`src/rtl/rr_fifo_aggregator_if.sv`:
```
// Bus bundle for rr_fifo_aggregator: per-channel write side, arbiter
// control/observation, and the merged valid/ready output stream.
interface rr_fifo_aggregator_if #(
  parameter int CHANNELS   = 4,
  parameter int DATA_WIDTH = 8
);
  localparam int ID_W = ($clog2(CHANNELS) > 1) ? $clog2(CHANNELS) : 1;

  logic [CHANNELS-1:0]            i_write;
  logic [CHANNELS*DATA_WIDTH-1:0] i_wr_data;
  logic [CHANNELS-1:0]            o_wr_full;
  logic [CHANNELS-1:0]            o_drop;
  logic                           i_block_arb;
  logic [CHANNELS-1:0]            o_gnt;
  logic                           o_valid;
  logic [ID_W+DATA_WIDTH-1:0]     o_data;
  logic                           i_ready;

  // Producer/consumer side of the block.
  modport master (
    output i_write, i_wr_data, i_block_arb, i_ready,
    input  o_wr_full, o_drop, o_gnt, o_valid, o_data
  );

  // The aggregator itself.
  modport slave (
    input  i_write, i_wr_data, i_block_arb, i_ready,
    output o_wr_full, o_drop, o_gnt, o_valid, o_data
  );
endinterface

```
`src/rtl/rr_fifo_aggregator.sv`:
```
// N-channel merge stage: one input FIFO per channel, a round-robin arbiter
// with burst quanta draining them into a shared show-ahead output FIFO whose
// words carry the source channel ID in the upper bits.
module rr_fifo_aggregator #(
  parameter int CHANNELS   = 4,
  parameter int DATA_WIDTH = 8,
  parameter int IN_DEPTH   = 8,
  parameter int OUT_DEPTH  = 4,
  parameter int MAX_BURST  = 1
) (
  input  logic                 i_clk,
  input  logic                 i_rst,
  rr_fifo_aggregator_if.slave  bus
);
  localparam int ID_W   = ($clog2(CHANNELS) > 1) ? $clog2(CHANNELS) : 1;
  localparam int IN_AW  = $clog2(IN_DEPTH);
  localparam int IN_CW  = IN_AW + 1;
  localparam int OUT_AW = $clog2(OUT_DEPTH);
  localparam int OUT_CW = OUT_AW + 1;
  localparam int BW     = $clog2(MAX_BURST + 1);
  localparam int OUT_W  = ID_W + DATA_WIDTH;

  // Input FIFO state
  logic [DATA_WIDTH-1:0] in_mem  [CHANNELS][IN_DEPTH];
  logic [IN_AW-1:0]      in_wptr [CHANNELS];
  logic [IN_AW-1:0]      in_rptr [CHANNELS];
  logic [IN_CW-1:0]      in_cnt  [CHANNELS];
  logic [CHANNELS-1:0]   in_full, in_push, req, drop_q;

  // Arbiter state and decision
  logic [ID_W-1:0]       last_gnt, owner, gnt_id;
  logic                  owner_valid, gnt_valid, found;
  logic [BW-1:0]         burst_cnt;
  logic [CHANNELS-1:0]   gnt;

  // Output FIFO state
  logic [OUT_W-1:0]      out_mem [OUT_DEPTH];
  logic [OUT_AW-1:0]     out_wptr, out_rptr;
  logic [OUT_CW-1:0]     out_cnt;
  logic                  out_space, out_pop;

  // Per-channel flags from registered counts; a same-cycle pop never admits a write.
  always_comb begin
    // NOTE: every variable driven here gets a value on every path, otherwise
    // synthesis infers a latch.
    in_full = '0;
    in_push = '0;
    req     = '0;
    for (int c = 0; c < CHANNELS; c++) begin
      in_full[c] = (in_cnt[c] == IN_CW'(IN_DEPTH));
      req[c]     = (in_cnt[c] != '0);
      in_push[c] = bus.i_write[c] & ~in_full[c];
    end
  end

  // Input FIFO pointers/counts and the registered drop pulse.
  always_ff @(posedge i_clk) begin
    // NOTE: state registers use non-blocking assignment so every flop samples
    // pre-edge values regardless of statement order.
    if (i_rst) begin
      for (int c = 0; c < CHANNELS; c++) begin
        in_wptr[c] <= '0;
        in_rptr[c] <= '0;
        in_cnt[c]  <= '0;
      end
      drop_q <= '0;
    end else begin
      for (int c = 0; c < CHANNELS; c++) begin
        if (in_push[c]) in_wptr[c] <= in_wptr[c] + IN_AW'(1);
        if (gnt[c])     in_rptr[c] <= in_rptr[c] + IN_AW'(1);
        case ({in_push[c], gnt[c]})
          2'b10:   in_cnt[c] <= in_cnt[c] + IN_CW'(1);
          2'b01:   in_cnt[c] <= in_cnt[c] - IN_CW'(1);
          default: in_cnt[c] <= in_cnt[c];
        endcase
      end
      drop_q <= bus.i_write & in_full;
    end
  end

  // Input FIFO storage writes.
  always_ff @(posedge i_clk) begin
    // NOTE: storage arrays carry no reset; the counts alone define validity,
    // so flushing is just clearing pointers and counts.
    for (int c = 0; c < CHANNELS; c++) begin
      if (in_push[c]) in_mem[c][in_wptr[c]] <= bus.i_wr_data[c*DATA_WIDTH +: DATA_WIDTH];
    end
  end

  // Arbitration: keep a burst owner while it has quota, else rotate from last_gnt+1.
  always_comb begin
    gnt_valid = 1'b0;
    gnt_id    = '0;
    found     = 1'b0;
    gnt       = '0;
    if (!bus.i_block_arb && out_space && (|req)) begin
      gnt_valid = 1'b1;
      if (owner_valid && req[owner] && (burst_cnt < BW'(MAX_BURST))) begin
        gnt_id = owner;
      end else begin
        for (int i = 1; i <= CHANNELS; i++) begin
          if (!found && req[(int'(last_gnt) + i) % CHANNELS]) begin
            gnt_id = ID_W'((int'(last_gnt) + i) % CHANNELS);
            found  = 1'b1;
          end
        end
      end
      gnt[gnt_id] = 1'b1;
    end
  end

  // Arbiter history; the burst counter saturates when the owner is re-picked by rotation.
  always_ff @(posedge i_clk) begin
    if (i_rst) begin
      last_gnt    <= ID_W'(CHANNELS - 1);
      owner       <= '0;
      owner_valid <= 1'b0;
      burst_cnt   <= '0;
    end else if (gnt_valid) begin
      last_gnt    <= gnt_id;
      owner       <= gnt_id;
      owner_valid <= 1'b1;
      if (!owner_valid || (owner != gnt_id)) burst_cnt <= BW'(1);
      else if (burst_cnt < BW'(MAX_BURST))    burst_cnt <= burst_cnt + BW'(1);
    end
  end

  // Output FIFO space/pop from the registered count.
  always_comb begin
    out_space = (out_cnt < OUT_CW'(OUT_DEPTH));
    out_pop   = (out_cnt != '0) & bus.i_ready;
  end

  // Output FIFO pointers and count.
  always_ff @(posedge i_clk) begin
    if (i_rst) begin
      out_wptr <= '0;
      out_rptr <= '0;
      out_cnt  <= '0;
    end else begin
      if (gnt_valid) out_wptr <= out_wptr + OUT_AW'(1);
      if (out_pop)   out_rptr <= out_rptr + OUT_AW'(1);
      case ({gnt_valid, out_pop})
        2'b10:   out_cnt <= out_cnt + OUT_CW'(1);
        2'b01:   out_cnt <= out_cnt - OUT_CW'(1);
        default: out_cnt <= out_cnt;
      endcase
    end
  end

  // Output FIFO storage: tag the granted head word with its channel ID.
  always_ff @(posedge i_clk) begin
    if (gnt_valid) out_mem[out_wptr] <= {gnt_id, in_mem[gnt_id][in_rptr[gnt_id]]};
  end

  assign bus.o_wr_full = in_full;
  assign bus.o_drop    = drop_q;
  assign bus.o_gnt     = gnt;
  assign bus.o_valid   = (out_cnt != '0);
  assign bus.o_data    = out_mem[out_rptr];
endmodule

```
`src/flat_wrapper.sv`:
```
// flat-port wrapper written by rule: the top's interface ports become plain ports
module rr_fifo_aggregator_flat 
#(
  parameter int CHANNELS   = 4,
  parameter int DATA_WIDTH = 8,
  parameter int IN_DEPTH   = 8,
  parameter int OUT_DEPTH  = 4,
  parameter int MAX_BURST  = 1
)
  (i_clk, i_rst, bus_i_write, bus_i_wr_data, bus_i_block_arb, bus_i_ready, bus_o_wr_full, bus_o_drop, bus_o_gnt, bus_o_valid, bus_o_data);
  rr_fifo_aggregator_if #(.CHANNELS(CHANNELS), .DATA_WIDTH(DATA_WIDTH)) bus_i ();
  input  logic i_clk;
  input  logic i_rst;
  input wire logic [$bits(bus_i.i_write)-1:0] bus_i_write;
  input wire logic [$bits(bus_i.i_wr_data)-1:0] bus_i_wr_data;
  input wire logic [$bits(bus_i.i_block_arb)-1:0] bus_i_block_arb;
  input wire logic [$bits(bus_i.i_ready)-1:0] bus_i_ready;
  output wire logic [$bits(bus_i.o_wr_full)-1:0] bus_o_wr_full;
  output wire logic [$bits(bus_i.o_drop)-1:0] bus_o_drop;
  output wire logic [$bits(bus_i.o_gnt)-1:0] bus_o_gnt;
  output wire logic [$bits(bus_i.o_valid)-1:0] bus_o_valid;
  output wire logic [$bits(bus_i.o_data)-1:0] bus_o_data;
  assign bus_i.i_write = bus_i_write;
  assign bus_i.i_wr_data = bus_i_wr_data;
  assign bus_i.i_block_arb = bus_i_block_arb;
  assign bus_i.i_ready = bus_i_ready;
  assign bus_o_wr_full = bus_i.o_wr_full;
  assign bus_o_drop = bus_i.o_drop;
  assign bus_o_gnt = bus_i.o_gnt;
  assign bus_o_valid = bus_i.o_valid;
  assign bus_o_data = bus_i.o_data;
  rr_fifo_aggregator #(.CHANNELS(CHANNELS), .DATA_WIDTH(DATA_WIDTH), .IN_DEPTH(IN_DEPTH), .OUT_DEPTH(OUT_DEPTH), .MAX_BURST(MAX_BURST)) u_core (.i_clk(i_clk), .i_rst(i_rst), .bus(bus_i));
endmodule
```
`config.mk`:
```
export PLATFORM = sky130hd
export DESIGN_NAME = rr_fifo_aggregator_flat
export DESIGN_NICKNAME = d
export VERILOG_FILES = /design/src/rtl/rr_fifo_aggregator_if.sv /design/src/rtl/rr_fifo_aggregator.sv /design/src/flat_wrapper.sv
export SDC_FILE = /design/constraint.sdc
export NUM_CORES = 1
export LEC_CHECK = 0
export ABC_AREA = 1
export BUFFER_PORTS_ARGS = -buffer_cell sky130_fd_sc_hd__buf_2
export CORE_ASPECT_RATIO = 1.5
export CORE_MARGIN = 8
export CORE_UTILIZATION = 55
export DETAILED_ROUTE_END_ITERATION = 12
export GPL_TIMING_DRIVEN = 0
export MAX_ROUTING_LAYER = met4
export PLACE_DENSITY = 0.72
export RECOVER_POWER = 100
export SYNTH_ARGS = -nofsm -noshare
export SYNTH_HDL_FRONTEND = slang
export SYNTH_SLANG_ARGS = --single-unit
```
`constraint.sdc`:
```
create_clock -name i_clk -period 5.1 [get_ports i_clk]
set_input_delay 0.51 -clock i_clk [delete_from_list [all_inputs] [get_ports i_clk]]
set_output_delay 0.51 -clock i_clk [all_outputs]
set_load 0.01 [all_outputs]
```
==> run_results.csv, run 1 <==
group,metric,value,unit
cells_and_area,multi_input_area,4620,um2
cells_and_area,postLayoutCellArea,17900,um2
synth,synth_ff_type,"edfxtp_1",
critical_path,slowest_delay,650,ps
synth,synth_area,16200,um2
timing,setup_slack,396,ps
clocking,ctsHoldBuffers,0,
critical_path,cp_slowest_cell,"clkbuf_1",
synth,synth_top_cell_area_share,62.4,%
critical_path,cp_common_cell,"nand2_1",
cells_and_area,area_delta_synth_final,10.9,%
timing,fin_skew,21.9,ps
critical_path,start_kind,"flip-flop",
synth,synthXorXnorAreaFrac,1.14,%
floorplan,die_h,226,um
timing,hold_violations,0,
synth,synth_top_family_by_area,"simple AND/OR/NAND/NOR gates",
clocking,tritoncts,"built",
grt,gr-total-overflow,0,
floorplan,core,29200,um2
route,ant_nets,0,
clocking,cts_root_buf,"clkbuf_16",
synth,synth_area_leaders,"edfxtp_1 (62%), nand2_1 (12%), nand3_1 (5.3%), inv_1 (4.3%), nor2_1 (3.2%)",
power,p_leak,7.47,nW
floorplan,start_util,55.4,%
clocking,clk-insertion-delay-late,540,ps
grt,grt_antenna_before_repair,0,
route,viasPerCell,5.43,
synth,synth_cells,1609,
grt,grt_pass1_wl,66200,um
place,place_ws,566,ps
place,io_buffers,62,
critical_path,crit_fanout,13,
timing,post-route-period-util,92.2,%
synth,synth_edf_count,336,
timing,setup_tns,0,ps
place,gp_congestion,0.973,
timing,finalMaxSlewViolations,0,
timing,tightest_slew,1040,ps
power,p_per_area,598,nW/um2
synth,synthAdderAreaFrac,2.14,%
clocking,cts-resized-gates,0,
cells_and_area,layout_common_cells,"nand2_1 (508), edfxtp_1 (336), inv_1 (188)",
cells_and_area,antenna_cells_inserted,0,
critical_path,cp_top_family,"buffers and inverters",
floorplan,die-area,35300,um2
clocking,cts.sinks,355,
synth,ys_warn_count,0,
route,post-route-drc-count,0,
timing,rsz0062_at_grt,"no",
synth,synth_compound_area_share,3.85,%
synth,yosys.area.top_type,"edfxtp_1",
synth,synthSimpleGateAreaFrac,21.6,%
grt,grt_usage,26.6,%
power,ir_drop,0.000446,V
route,vias,11500,
clocking,postCtsSetupRepairBufs,0,
cells_and_area,nets,1774,
run,cap_violations,0,
route,routedWlPerCell,21.1,um
critical_path,path_buf_inv,5,
timing,clock.fmax,213,MHz
floorplan,ioPinCount,63,
synth,yosysUniqueCellTypes,33,
cells_and_area,fill_cells,2445,
synth,avgSynthCellArea,10.0,um2
critical_path,arrival,5070,ps
clocking,cts_made_buffers,34,
place,dp_hpwl,34400,um
clocking,htreeDepth,2,
critical_path,crit_chain,"inv_1 > ha_1 > nand2_1 > nor2_1 > nand2_1 > nand3_1 > inv_1 > nand3_1 > inv_1 > clkbuf_1 > clkbuf_1 > o211ai_1 > nand3_1 > nand3_1 > nand2_1 > nand2_1 > nand2_1",
timing,finalSetupViolCount,0,
synth,ys_seq_area_share,64.8,%
synth,synthArstFlopShare,0,%
floorplan,chipWidth,156,um
synth,syn_nets,1676,
route,firstDrtPassIters,5,
place,place_area,17000,um2
cells_and_area,seq_area,10500,um2
grt,grt_start_max_net_pins,17,
clocking,clkTransAtPathRegs,70,ps
timing,period_needed,4700,ps
grt,grt_pass1_vias,11000,
worst_hold_path,hp-class,"in -> reg",
route,dr.first_iter.drc_count,1044,
run_status,status,"finished clean",
floorplan,placementRows,77,
critical_path,path_class,"reg -> reg",
synth,ys_ff_latch,355,
cells_and_area,drive_above_1_share,6.52,%
timing,max-slew-margin-rel,30.1,%
cells_and_area,final_common_cell,"nand2_1",
route,wl,44900,um
critical_path,cp.required,5470,ps
clocking,clockBufferDepth,3,
critical_path,cp-end-kind,"flip-flop",
synth,synth.area.mux_share,0,%
-- layout make-up --
cell class | count | share of cell area (%)
inverter | 195 | 4.10
clock buffer | 37 | 4.81
timing repair buffer | 62 | 1.35
sequential | 355 | 58.4
buffer | 63 | 1.70
clock inverter | 24 | 1.13
multi-input combinational | 996 | 25.7
tap | 395 | 2.76
-- registers in the layout, indices dropped and copies added (netlist names), named ones only --
signal              flops
u_core.burst_cnt        1
u_core.bus.o_drop       4
u_core.in_cnt          16
u_core.in_mem         256
u_core.in_rptr         12
u_core.in_wptr         12
u_core.last_gnt         2
u_core.out_cnt          3
u_core.out_mem         40
u_core.out_rptr         2
u_core.out_wptr         2
u_core.owner            2
u_core.owner_valid      1
-- synthesized netlist by cell type (10+ instances only) --
cell type and number:
ha_1 26, clkbuf_1 16, nor2_1 137, buf_2 26, o211ai_1 28, xnor2_1 12
buf_4 10, nand2_1 508, nand3_1 170, edfxtp_1 336, inv_1 187, o21ai_0 45
o22ai_1 10, dfxtp_1 19, a21oi_1 17
-- cells by family (layout without fill, tap and decap cells) --
family                   count (synthesis)  count (layout)
AO/OA/AOI/OAI                          104             104
XOR/XNOR                                21              21
adder cells (fa/ha/maj)                 27              27
buffers and inverters                  258             381
flip-flops                             355             355
AND/OR/NAND/NOR                        844             844
-- final timing paths --
kind                                                startpoint                              end  slack (ps)  depth (start not counted)
worst max-delay path             u_core.in_cnt[3][0]$_DFFE_PP_   u_core.out_mem[2][1]$_DFFE_PP_         400                         17
worst min-delay path                            bus_i_write[3]  u_core.bus.o_drop[3]$_SDFF_PP0_         210                          3
worst max register to register   u_core.in_cnt[3][0]$_DFFE_PP_   u_core.out_mem[2][1]$_DFFE_PP_         400                         17
worst min register to register  u_core.out_cnt[0]$_SDFFE_PP0P_   u_core.out_cnt[0]$_SDFFE_PP0P_         450                          1
-- layer usage --
metal | GRT usage (%) | up-vias | wire length [um]
met5 | - | - | 0
met4 | 14.2 | 0 | 2480
met3 | 3.37 | 111 | 3090
met2 | 45.4 | 496 | 23000
met1 | 30.0 | 5423 | 16300
li1 | - | 5513 | -
-- worst reg2reg max path: cells and delay by family, from the launching register on --
kind / cells / cell delay, ps
DFF: 1 / 410
buffers and inverters: 5 / 1940
and+or+nand+nor: 10 / 1580
AOI/OAI and AO/OA: 1 / 320
adders and majority gates: 1 / 290
-- power breakdown --
group          switching (mW)  internal (mW)
registers               0.165           3.76
clock network            1.11           1.34
logic                    3.16           1.19
total                    4.44           6.29
-- per-stage QoR --
step	utilization [%]	cells	power [mW]	hold WS, ps
2_1_floorplan	-	1609	6.79	422
3_3_place_gp	58.1	2066	8.27	437
3_5_place_dp	58.1	2066	8.35	445
4_1_cts	61.8	2127	10.8	200
5_1_grt	61.4	2127	11.3	201
6_report	61.4	2127	10.7	210
Power figures use the tool's default switching activity.
==> run 2: changes to the inputs <==
--- a/config.mk
+++ b/config.mk
@@ -5,7 +5,7 @@
 export SDC_FILE = /design/constraint.sdc
 export NUM_CORES = 1
 export LEC_CHECK = 0
-export ABC_AREA = 1
+export ABC_AREA = 0
 export BUFFER_PORTS_ARGS = -buffer_cell sky130_fd_sc_hd__buf_2
 export CORE_ASPECT_RATIO = 1.5
 export CORE_MARGIN = 8
@@ -14,7 +14,7 @@
 export GPL_TIMING_DRIVEN = 0
 export MAX_ROUTING_LAYER = met4
 export PLACE_DENSITY = 0.72
-export RECOVER_POWER = 100
+export RECOVER_POWER = 25
 export SYNTH_ARGS = -nofsm -noshare
 export SYNTH_HDL_FRONTEND = slang
 export SYNTH_SLANG_ARGS = --single-unit
==> run 2 against run 1 <==
  * Non-clock buffer count is 16 higher
  * Largest cell class unchanged
  * Largest power group unchanged
  * Highest routed layer unchanged
  * Register-to-register slack gained 20 ps
  * Flip-flop and latch count is the same
  * Fmax is 0.48% higher
  * Synthesized cell count decreased by 27%
==> run_results.csv, run 2 <==
group,metric,value,unit
synth,yosysUniqueCellTypes,70,
critical_path,cp_top_family,"buffers and inverters",
timing,hold_violations,0,
place,dp_hpwl,33000,um
cells_and_area,drive_above_1_share,11.5,%
place,io_buffers,61,
critical_path,crit_fanout,13,
clocking,cts_root_buf,"clkbuf_16",
clocking,ctsHoldBuffers,0,
synth,synthAdderAreaFrac,2.16,%
power,intPower,6.31,mW
critical_path,crit_chain,"inv_1 > ha_1 > or3b_1 > o41a_1 > clkinv_2 > or3_1 > buf_2 > inv_2 > clkbuf_4 > clkbuf_4 > nand2_1 > inv_1 > ha_1 > nand2b_1 > xnor2_1 > ha_1 > nor3_1 > a21oi_1 > xor2_1 > nor2_1",
run_status,status,"finished clean",
critical_path,path_buf_inv,7,
cells_and_area,postLayoutCellArea,17700,um2
power,p_sw,3.86,mW
power,p_leak,5.95,nW
cells_and_area,largest_reg_flops,256,
synth,synth_area_leaders,"edfxtp_1 (63%), o211ai_1 (4.9%), nand3b_1 (3.1%), dfxtp_1 (2.4%), ha_1 (2.0%)",
place,place_area,16800,um2
cells_and_area,nets,1335,
critical_path,cp_slowest_cell,"o41a_1",
synth,syn_nets,1241,
route,wl,44300,um
floorplan,die-area,34800,um2
synth,synth.most_common_cell,"edfxtp_1",
timing,post-route-period-util,91.8,%
clocking,cts_made_buffers,30,
grt,gr-total-overflow,0,
floorplan,placementRows,76,
cells_and_area,seq_area,10500,um2
timing,rsz0062_at_grt,"no",
clocking,htreeDepth,1,
cells_and_area,area_delta_synth_final,10.8,%
clocking,clk-insertion-delay-late,580,ps
cells_and_area,antenna_cells_inserted,0,
synth,synthSimpleGateAreaFrac,10.8,%
grt,grt_usage,26.3,%
grt,grt_pass1_wl,65000,um
critical_path,cp-end-kind,"flip-flop",
place,place_ws,294,ps
route,dr.first_iter.drc_count,1141,
cells_and_area,final_common_cell,"edfxtp_1",
route,firstDrtPassIters,6,
timing,tightest_slew,1390,ps
synth,synth_cells,1174,
critical_path,start_kind,"flip-flop",
timing,clock.fmax,214,MHz
synth,synth_area,16000,um2
clocking,clkTransAtPathRegs,70,ps
critical_path,path_class,"reg -> reg",
power,p_per_area,575,nW/um2
floorplan,chipWidth,155,um
synth,ys_seq_area_share,65.6,%
timing,finalMaxSlewViolations,0,
power,power_frac_clock,21.9,%
cells_and_area,multi_input_area,4830,um2
route,viasPerCell,6.21,
floorplan,ioPinCount,63,
grt,grt_pass1_vias,10100,
synth,synthXorXnorAreaFrac,1.15,%
synth,synth_compound_area_share,13.9,%
worst_hold_path,hp-class,"in -> reg",
route,post-route-drc-count,0,
clocking,tritoncts,"built",
timing,max-slew-margin-rel,6.66,%
grt,grt_start_max_net_pins,17,
synth,ys_top_cells_by_count,"edfxtp_1 (336), o211ai_1 (105), inv_1 (76), nand3b_1 (66), nor2_1 (64)",
power,power.share.sequential,38.7,%
timing,setup_slack,419,ps
power,totalPowerFinal,10.2,mW
timing,period_needed,4680,ps
synth,yosys.area.top_type,"edfxtp_1",
floorplan,die_h,225,um
synth,synth_top_cell_area_share,63.2,%
run,cap_violations,0,
timing,fin_skew,14.2,ps
synth,synth_ff_type,"edfxtp_1",
clocking,cts.sinks,355,
synth,synthArstFlopShare,0,%
timing,setup_tns,0,ps
route,vias,10400,
synth,ys_warn_count,0,
synth,synth.area.mux_share,2.24,%
floorplan,core,28600,um2
worst_hold_path,hold_depth,2,
critical_path,arrival,5020,ps
critical_path,cp_common_cell,"ha_1",
critical_path,slowest_delay,500,ps
synth,avgSynthCellArea,13.6,um2
power,netSwitchingFraction,38.0,%
route,routedWlPerCell,26.4,um
critical_path,cp.depth,20,
synth,ys_ff_latch,355,
timing,finalSetupViolCount,0,
power,pwr-share-comb,39.4,%
critical_path,rr_worst_depth,20,
critical_path,cp.required,5430,ps
route,ant_nets,0,
clocking,clockBufferDepth,3,
floorplan,start_util,55.7,%
power,ir_drop,0.000394,V
cells_and_area,layout_common_cells,"edfxtp_1 (336), o211ai_1 (105), clkbuf_1 (77)",
place,gp_congestion,0.993,
grt,grt_antenna_before_repair,0,
cells_and_area,fill_cells,2241,
synth,synth_edf_count,336,
synth,synth_top_family_by_area,"compound AO/OA/AOI/OAI gates",
## run 2: timing repair
item                                   4_1_cts  5_1_grt
endpoints found under the hold margin        0        0
setup endpoints to repair                    0        2
setup buffers                                0        1
resized for setup                            0        3
## run 2: worst paths after layout
kind | end | slack [ps] | start
worst min register to register | u_core.burst_cnt$_SDFFE_PP0P_ | 490 | u_core.burst_cnt$_SDFFE_PP0P_
worst max-delay path | u_core.in_cnt[2][2]$_SDFFCE_PN0P_ | 420 | u_core.in_cnt[3][0]$_DFFE_PP_
worst max register to register | u_core.in_cnt[2][2]$_SDFFCE_PN0P_ | 420 | u_core.in_cnt[3][0]$_DFFE_PP_
worst min-delay path | u_core.bus.o_drop[3]$_SDFF_PP0_ | 210 | bus_i_write[3]
## run 2: routing by layer
layer / global-route usage (%) / up-vias / wire (um)
li1: - / 4731 / -
met3: 3.17 / 100 / 3210
met5: - / - / 0
met4: 13.7 / 0 / 2450
met2: 44.3 / 511 / 22200
met1: 30.7 / 5095 / 16500
## run 2: power by group through the flow
stage | sequential, mW | clock [mW] | combinational, mW
floorplan | 3.93 | 0 | 2.64
global placement | 3.97 | 0 | 3.85
detailed placement | 3.99 | 0 | 3.92
CTS | 3.93 | 2.25 | 3.94
global route | 3.97 | 2.35 | 4.28
finish | 3.93 | 2.23 | 4.01
## run 2: area by class of cell
class | instances | share of cell area, %
multi-input cells | 661 | 27.3
clock buffers | 42 | 4.62
repair buffers | 62 | 1.60
clock inverters | 13 | 0.644
inverters | 79 | 1.70
flip-flops and latches | 355 | 59.3
plain buffers | 79 | 2.08
well taps | 390 | 2.76
## run 2: metrics by stage
step / instances / util (%) / hold WS (ps)
after floorplan: 1174 / - / 455
after global placement: 1625 / 58.5 / 467
after detailed placement: 1625 / 58.5 / 484
after CTS: 1680 / 61.8 / 190
after global routing: 1681 / 61.7 / 194
final: 1681 / 61.7 / 206
## run 2: cell families (layout without fill, tap and decap cells)
group	count (synthesis)	after routing
flops	355	355
xor+xnor	21	21
simple gates	302	302
fa+ha+maj	27	27
buf+inv	158	275
compound gates	289	289
mux	22	22
## run 2: worst register-to-register path: stages (launching register included)
cell and delay (ps):
edfxtp_1 490, inv_1 100, ha_1 250, or3b_1 480
o41a_1 500, clkinv_2 180, or3_1 130, buf_2 240
inv_2 130, clkbuf_4 240, clkbuf_4 250, nand2_1 220
inv_1 100, ha_1 230, nand2b_1 180, xnor2_1 150
ha_1 180, nor3_1 50, a21oi_1 140, xor2_1 150
nor2_1 50
